[src/rtl/capture_buf.sv]
// capture_buf
//
// Sample-capture buffer fed by edge_det in the 4-channel logic analyzer.
// Once armed, it records channel samples into a circular RAM of DEPTH = 2^AW
// entries. It retains PRE samples ahead of the trigger and freezes the buffer
// DEPTH-PRE samples after it (the trigger sample is included in that count).
// The frozen capture is then streamed out oldest sample first.
//
// Optional feature macro: CAPTURE_DECIM_EN
//   When defined, an extra 8-bit 'div' input decimates the sample strobe to
//   one strobe every div+1 cycles. A 'we' pulse that arrives between strobes
//   is held until the next strobe.
//
// Parameters:
//   CH    channel count / sample width
//   AW    RAM address width, DEPTH = 2^AW
//   PRE   pre-trigger samples retained, 1..DEPTH-1
//
// Ports:
//   clk           sole clock, rising edge
//   reset         asynchronous, active-low, clears all state
//   arm           single-cycle pulse starting a capture (honoured in IDLE/DONE)
//   data[CH]      channel samples
//   we            trigger level from edge_det
//   div[8]        strobe divider (CAPTURE_DECIM_EN only)
//   rd_req        request next captured sample
//   write_finish  capture complete, returned to edge_det
//   busy          high while filling, armed or post-triggering
//   rd_data[CH]   read sample
//   rd_valid      one-cycle strobe qualifying rd_data
//   rd_last       high with the final rd_valid of a capture
module capture_buf #(
  parameter int CH  = 4,
  parameter int AW  = 10,
  parameter int PRE = 256
) (
  input  logic          clk,
  input  logic          reset,
  input  logic          arm,
  input  logic [CH-1:0] data,
  input  logic          we,
`ifdef CAPTURE_DECIM_EN
  input  logic [7:0]    div,
`endif
  input  logic          rd_req,
  output logic          write_finish,
  output logic          busy,
  output logic [CH-1:0] rd_data,
  output logic          rd_valid,
  output logic          rd_last
);

  localparam int          DEPTH      = 1 << AW;
  localparam logic [AW:0] PRE_LAST   = (AW+1)'(PRE - 1);
  localparam logic [AW:0] POST_LAST  = (AW+1)'(DEPTH - PRE - 1);
  localparam logic [AW:0] DEPTH_LAST = (AW+1)'(DEPTH - 1);
  localparam logic [AW-1:0] PRE_OFS  = AW'(PRE);

  typedef enum logic [2:0] {IDLE, FILL, ARMED, POST, DONE} state_t;

  state_t          state;
  state_t          state_next;
  logic [AW-1:0]   wr_ptr;
  logic [AW-1:0]   trig_ptr;
  logic [AW-1:0]   rd_ptr;
  logic [AW-1:0]   trig_base;
  logic [AW:0]     cnt;
  logic [AW:0]     rd_cnt;
  logic            mem_we;
  logic            rd_go;
  logic            arm_go;
  logic            strobe;
  logic            trig;
  logic [CH-1:0]   mem [DEPTH];

  assign arm_go = arm && (state == IDLE || state == DONE);

`ifdef CAPTURE_DECIM_EN
  logic [7:0] pre_cnt;
  logic       we_held;

  // The >= compare keeps the strobe alive if div shrinks below the running count.
  assign strobe = (pre_cnt >= div);
  assign trig   = we | we_held;

  // Prescaler restarts with each accepted arm. A trigger seen between strobes
  // is held so the next strobe still acts on it.
  always_ff @(posedge clk or negedge reset) begin
    if (!reset) begin
      pre_cnt <= '0;
      we_held <= 1'b0;
    end else begin
      if (arm_go || strobe) pre_cnt <= '0;
      else                  pre_cnt <= pre_cnt + 8'd1;
      if (state != ARMED || strobe) we_held <= 1'b0;
      else if (we)                  we_held <= 1'b1;
    end
  end
`else
  assign strobe = 1'b1;
  assign trig   = we;
`endif

  // When the trigger itself completes the capture, trig_ptr is not yet loaded.
  assign trig_base = (state == ARMED) ? wr_ptr : trig_ptr;

  assign busy         = (state == FILL) || (state == ARMED) || (state == POST);
  assign write_finish = (state == DONE);

  always_ff @(posedge clk or negedge reset) begin
    if (!reset) state <= IDLE;
    else        state <= state_next;
  end

  always_comb begin
    state_next = state;
    mem_we     = 1'b0;
    rd_go      = 1'b0;
    case (state)
      IDLE: begin
        if (arm) state_next = FILL;
      end
      FILL: begin
        if (strobe) begin
          mem_we = 1'b1;
          if (cnt == PRE_LAST) state_next = ARMED;
        end
      end
      ARMED: begin
        if (strobe) begin
          mem_we = 1'b1;
          if (trig) state_next = (POST_LAST == '0) ? DONE : POST;
        end
      end
      POST: begin
        if (strobe) begin
          mem_we = 1'b1;
          if (cnt == POST_LAST) state_next = DONE;
        end
      end
      DONE: begin
        // A restarting arm wins over a read in the same cycle.
        if (arm) begin
          state_next = FILL;
        end else if (rd_req && !rd_valid) begin
          rd_go = 1'b1;
          if (rd_cnt == DEPTH_LAST) state_next = IDLE;
        end
      end
      default: state_next = IDLE;
    endcase
  end

  always_ff @(posedge clk or negedge reset) begin
    if (!reset) begin
      wr_ptr   <= '0;
      trig_ptr <= '0;
      rd_ptr   <= '0;
      cnt      <= '0;
      rd_cnt   <= '0;
      rd_valid <= 1'b0;
      rd_last  <= 1'b0;
    end else begin
      rd_valid <= rd_go;
      rd_last  <= rd_go && (rd_cnt == DEPTH_LAST);
      if (arm_go) begin
        wr_ptr <= '0;
        cnt    <= '0;
      end else if (mem_we) begin
        wr_ptr <= wr_ptr + 1'b1;
        if (state == ARMED && trig) begin
          trig_ptr <= wr_ptr;
          cnt      <= (AW+1)'(1);
        end else if (state != ARMED) begin
          cnt <= cnt + 1'b1;
        end
      end
      // The oldest retained sample sits PRE entries behind the trigger.
      if (state != DONE && state_next == DONE) begin
        rd_ptr <= trig_base - PRE_OFS;
        rd_cnt <= '0;
      end else if (rd_go) begin
        rd_ptr <= rd_ptr + 1'b1;
        rd_cnt <= rd_cnt + 1'b1;
      end
    end
  end

  // Sample storage has no reset so it maps onto block RAM.
  always_ff @(posedge clk) begin
    if (mem_we) mem[wr_ptr] <= data;
  end

  always_ff @(posedge clk or negedge reset) begin
    if (!reset)     rd_data <= '0;
    else if (rd_go) rd_data <= mem[rd_ptr];
  end

endmodule

[config.mk]
export PLATFORM = sky130hd
export DESIGN_NAME = capture_buf
export DESIGN_NICKNAME = d
export VERILOG_FILES = /design/src/rtl/capture_buf.sv
export SDC_FILE = /design/constraint.sdc
export NUM_CORES = 2
export LEC_CHECK = 0
export CAP_MARGIN = 5
export CORE_MARGIN = 10
export CORE_UTILIZATION = 63
export DETAILED_ROUTE_END_ITERATION = 8
export GPL_ROUTABILITY_DRIVEN = 1
export GPL_TIMING_DRIVEN = 1
export PLACE_DENSITY_LB_ADDON = 0.12
export SETUP_SLACK_MARGIN = 0.05
export SYNTH_ARGS = -nofsm -noshare
export SYNTH_HDL_FRONTEND = slang
export SYNTH_SLANG_ARGS = --single-unit
[constraint.sdc]
create_clock -name clk -period 4.09 [get_ports clk]
set_input_delay 0.818 -clock clk [delete_from_list [all_inputs] [get_ports clk]]
set_output_delay 0.818 -clock clk [all_outputs]
set_load 0.02 [all_outputs]
Yosys cells after proc, flatten, opt, wreduce, memory -nomap -nowiden

Memory sizes are Yosys's and may differ from the RTL's. A register that Yosys moved wholly into a read port is not among the register bits.
Index checks and enable logic that the tools add are counted.

Register bits after elaboration: 57
Latch bits: 0
Memory bits (writable): 4096
Memory bits (read-only): 0
Bits of input ports: 9
Output and inout port bits: 8
Memories kept: 1

Memory list:

| memory | words | width | rd ports | clocked after memory_dff | wr ports | line | text |
|---|---|---|---|---|---|---|---|
| mem    | 1024  | 4     | 1        | 1                        | 1        | 74   | `logic [CH-1:0] mem [DEPTH];` |

Add/sub/neg operators: 5
Multiply operators: 0
Divide/modulo/power cells: 0
$lt $le $gt $ge: 0
Equality and inequality tests: 10
Shift-type cells: 0
Mux-type cells: 25
Bitwise gates (word level): 1
Reduce and logical (&&, ||, !) cells: 17

Operators with widths:

| cell                    | count |
|---|---|
| $mux W11                | 6 |
| $mux W10                | 5 |
| $add A11 B1 Y11 const B | 2 |
| $eq A11 B10 Y1 const B  | 2 |
| $mux W3                 | 7 |
| $add A10 B1 Y10 const B | 2 |
| $pmux W3 S5             | 1 |
| $eq A11 B8 Y1 const B   | 1 |
| $sub A10 B9 Y10 const B | 1 |
| $eq A3 B2 Y1 const B    | 2 |
| $eq A3 B3 Y1 const B    | 2 |
| $mux W1                 | 6 |
| $logic_and A1 B1 Y1     | 5 |
| $reduce_bool A2 Y1      | 2 |
| $eq A3 B1 Y1 const B    | 1 |
| $logic_not A3 Y1        | 1 |
| $logic_or A1 B1 Y1      | 3 |
| $ne A3 B2 Y1 const B    | 1 |
| $ne A3 B3 Y1 const B    | 1 |
| $reduce_and A3 Y1       | 1 |
| $reduce_bool A3 Y1      | 1 |
| $reduce_or A3 Y1        | 1 |
| $logic_not A1 Y1        | 2 |
| $reduce_and A2 Y1       | 1 |
| $not A1 Y1              | 1 |

Longest topological paths before layout

Depth in word-level cells: 8
Mapped depth: 15

Worst setup path before layout

No wires, ideal clock.

Path type: flip-flop to flip-flop
From: register rd_ptr[0]
To: register rd_data[2] (read register of mem)
Library setup time: 0.145 ns
Arrival: 2.810 ns
Required time: 3.945 ns
Slack: 1.135 ns
Stages on the path, launching flop included: 14
Buffers on the path: 6
Period minus slack after synthesis: 2.955 ns
Cells stage by stage: dfrtp_1 -> buf_6 -> buf_12 -> buf_6 -> buf_6 -> buf_6 -> buf_2 -> mux4_2 -> mux2i_1 -> o22ai_1 -> a2111oi_0 -> nand2_1 -> a21oi_1 -> o211ai_1

RTL lines:

| what                   | line | text |
|---|---|---|
| from (decl)            | 65   | `logic [AW-1:0] rd_ptr;` |
| from (signal assigned) | 180  | `rd_ptr <= trig_base - PRE_OFS;` |
| from (signal assigned) | 183  | `rd_ptr <= rd_ptr + 1'b1;` |
| to (decl)              | 48   | `output logic [CH-1:0] rd_data,` |

==> results <==
- The flow ran to the end, but the final reports show violations.
- The final reports fail on setup timing.
- The worst path setup slack after routing is -57.4 ps.
- In this run the power density over the cells is 458 nW/µm².
- In the routed layout, each cell is associated on average with a via count of 7.02.
- The number of buffers added on ports is 16.
- The share of final-layout standard cells stronger than drive strength 1 is 0.246.
- The final-report setup violation count is 2.
- The buffer and inverter count on the worst path is 3.
- The adder-cell share of the synthesized area is 0.000532.
- Yosys mapped a number of flops with a built-in enable equal to 4,096.
- The first global-routing pass estimated 651 mm of wire.
- The total of flip-flops plus latches after synthesis is 4,157.
- The floorplan row count is 187.
- The net count of the finished layout is 8,644.
- The internal power of the cells is 68.0 mW.
- The part of the total power dissipated in combinational logic is 0.009.
- Dividing the final minimum period by the clock period gives 1.01.
- The portion of synthesized area spent on multiplexers is 0.161.
- The startpoint identified for the worst hold timing path is data[3].
- The fill cell total of the finished layout is 15,400.
- The total number of vias is 87,600.
- Entering global routing, the biggest net connects 153 pins.
- The number of primary I/O pins is 17.
- The combinational family with the most area after synthesis is multiplexers.
- The part of the Yosys area used for sequential elements is 0.756.
- The total standard cell area after synthesis is 165,000 µm².
- The signal on the critical path passes through buf_12 -> buf_12 -> buf_4 -> mux2i_1 -> a221oi_1 -> a21oi_1 -> o21ai_0 -> nand3_1 -> o2111ai_1 -> o311ai_2 -> o211ai_1.
- The worst setup path is captured at a register.
- The net switching share of the total power is 0.198.
- For this run, the leading register cell type out of synthesis is edfxtp_1.
- The total congestion overflow after global routing is 0.
- Of the total synthesized cell area, the portion taken by XOR and XNOR cells is 0.00154.
- The required time reported for the critical path endpoint is 4950 ps.
- Leaving out fill and tap cells, the most frequent cells in the layout are edfxtp_1 (4,096), nor2_1 (1,090), mux4_2 (1,007).
- The commonest non-fill, non-tap cell in the layout is edfxtp_1.
- The first-pass detailed-route iteration total is 6.
- The die outline height is 531 µm.
- The cell area reported after detailed placement is 172,000 µm².
- The number of antenna violations at the first check in global routing is 31.
- The core occupancy in the finished layout is 0.713.
- The category of the most critical setup path is reg2reg.
- The slowest stage of the critical path belongs to the cell o2111ai_1.
- The finished cells cover 185,000 µm².
- The beginning of the critical path is rd_ptr[0].
- Setup repair after global routing could not meet its margin everywhere.
- The net load switching power is 16.8 mW.
- For flop-to-flop paths, the worst setup slack is -60 ps.
- The routed wirelength normalized by instance count is 36.6 µm.
- The synthesized-area fraction occupied by ao, oa, aoi and oai cells is 0.0248.
- The total CTS buffers is 409.
- Summed over all layers, the routed wires come to 457 mm.
- In this run the number of H-tree levels came out at 5.
- The width of the die is 531 µm.
- The initial core utilization is 0.634.
- During synthesis, Yosys emitted a total of 0 warnings.
- After floorplanning, the core was sized to cover 260,000 µm².
- The die covers 282,000 µm².
- Clock-pin slew was measured on the worst setup and hold paths at 60 ps.
- The CTS root buffer is clkbuf_16.
- The peak per-stage delay on the critical path is 630 ps.
- The DRC violation count after routing is 0.
- The starting DRC count in detailed routing is 13,700.
- The post-synthesis net count is 8,294.
- The worst clock skew is 60.4 ps.
- Compared with the post-synthesis result, the final layout area differs by 12.5%.
- The distinct cell type count after synthesis is 72.
- The maximum clock frequency is 241 MHz.
- In the global route stage, overall resource usage came out at 0.320.
- The post-route setup TNS is -58.8 ps.
- The path class of the tightest hold or removal check is in2reg.
- The maximum clock insertion buffer count is 4.
- The TritonCTS clock tree is done.
- Clock latency on the worst-skew pair, taken at its later pin, is 980 ps.
- Counting every instance in the synthesized netlist gives 8,278.
- The most used cell along the critical path is buf_12.
- The maximum VDD drop is 418 µV.
- The part of the power in the clock network is 0.440.
- The startpoint of the lowest-slack register-to-register path is rd_ptr[0].
- Across the run, the number of max-cap violations was 0.
- STA classifies the critical path startpoint as a register.
- The family with the most delay on the worst path is compound AO/OA/AOI/OAI gates.
- At the pin with the least slew margin, the transition time is 1210 ps.
- Detailed placement finished with a half-perimeter wire length of 279 mm.
- The time the worst path needs with I/O delays and setup is 4150 ps.
- Data on the critical path arrives at its endpoint at 5010 ps.
- The clock sink count is 4,157.
- The final-report hold violation count came to 0.
- The max-slew violation total from the final report was 0.
- The via count of the first global-routing pass is 86,700.
- A synthesized cell averages 19.9 µm².
- The fraction of power consumed by sequential logic is 0.551.
- The detail route stage leaves a number of antenna-violating nets equal to 0.
- Of all nets on the critical path, the largest fanout is 20.
- Routability-driven placement finished with a final weighted congestion of 0.894.
- The simple-gate share of the synthesized area is 0.0367.
- The fraction of synthesis flops using an asynchronous set or reset pin is 0.0147.
- The total leakage power is 56.5 nW.
- Headroom to the max-slew limit came out at 0.192.
[per-layer routing]
metal	share of wire	track usage	up-vias
li1	-	-	34500
met1	0.36	0.450	45600
met2	0.46	0.481	6366
met3	0.13	0.0859	1149
met4	0.051	0.138	8
met5	0.00013	0	-
[sequential cells by signal (all words and copies together), names as in the netlist]
signal    flops
trig_ptr     10
rd_cnt       11
state         3
rd_valid      1
rd_data       4
mem        4096
rd_ptr       10
rd_last       1
wr_ptr       10
cnt          11
[synthesized netlist by cell type (7+ instances only)]
cell type	n	area, µm²
and2_1	16	100
a311oi_1	13	114
dfrtp_1	61	1530
mux2i_1	352	3520
nand2b_1	7	43.8
or3_1	8	50.1
o22ai_1	46	288
nor2b_1	26	163
buf_4	62	465
a22oi_1	49	368
a211oi_1	52	390
buf_6	64	721
xor2_1	18	158
edfxtp_1	4096	123000
nor3b_1	11	82.6
inv_1	8	30.0
nand3_1	31	155
clkbuf_1	313	1170
o211ai_1	18	135
buf_8	8	120
nor4_1	7	43.8
a31oi_1	24	150
a2111oi_0	16	140
nor2_1	1096	4110
mux4_2	1007	22700
nand2_1	243	912
and3_1	8	50.1
a21oi_1	132	661
xnor2_1	11	96.3
o21ai_0	90	450
mux2_2	14	158
buf_2	121	606
nand4_1	8	50.1
o2111ai_1	8	70.1
a22o_1	9	78.8
buf_1	27	101
ha_1	7	87.6
o221ai_1	30	263
a221oi_1	64	561
and4_1	7	61.3
nor3_1	17	85.1
[worst paths after layout]
check / cells after the start / endpoint
max: 11 / rd_data[2]
min: 1 / mem[503][3]
max reg2reg: 11 / rd_data[2]
min reg2reg: 2 / trig_ptr[0]
max in group asynchronous: 2 / rd_ptr[1]
min in group asynchronous: 2 / rd_ptr[0]
[kinds of logic (layout without fill, tap and decap cells)]
family	count (synthesis)	count (layout)
other	0	23
AND/OR/NAND/NOR	1503	1503
flip-flops	4157	4157
AO/OA/AOI/OAI	597	597
XOR/XNOR	29	29
multiplexers	1376	1376
adder cells (fa/ha/maj)	7	7
buffers and inverters	609	1300
[cell type report]
type                            count  area [µm²]  share of cell area
Antenna cell                       23        57.6            0.000311
Clock buffer                      501       10700              0.0580
Clock inverter                    251        2490              0.0134
Inverter                           12        56.3            0.000304
Multi-Input combinational cell   3512       37300               0.201
Sequential cell                  4157      125000               0.672
Tap cell                         3496        4370              0.0236
Timing Repair Buffer              536        5690              0.0307
[through the flow]
| stage | hold slack, ps | setup slack (ps) | power, mW | instances |
|---|---|---|---|---|
| after floorplan | 445 | 1140 | 47.7 | 8278 |
| after global placement | 459 | -439 | 48.4 | 11700 |
| after detailed placement | 468 | -507 | 48.4 | 11700 |
| after CTS | 350 | 66.2 | 85.0 | 12500 |
| after global routing | 374 | 10.1 | 86.7 | 12500 |
| final | 398 | -57.4 | 84.8 | 12500 |
[repair_timing]
action / CTS / global route
hold buffers: 1 / 0
endpoints found under the setup margin: 4 / 4
pin swaps: 2 / 3
cloned: 1 / 0
gates resized for setup: 10 / 9
setup buffers: 2 / 0
endpoints found under the hold margin: 7 / 0
[power by group through the flow]
stage	registers [mW]	clock network (mW)	logic [mW]
2_1_floorplan	47.7	0	0.000596
3_3_place_gp	47.7	0	0.724
3_5_place_dp	47.7	0	0.776
4_1_cts	46.8	37.5	0.774
5_1_grt	46.7	39.1	0.838
6_report	46.8	37.3	0.778
(Power assumes the default switching activity.)
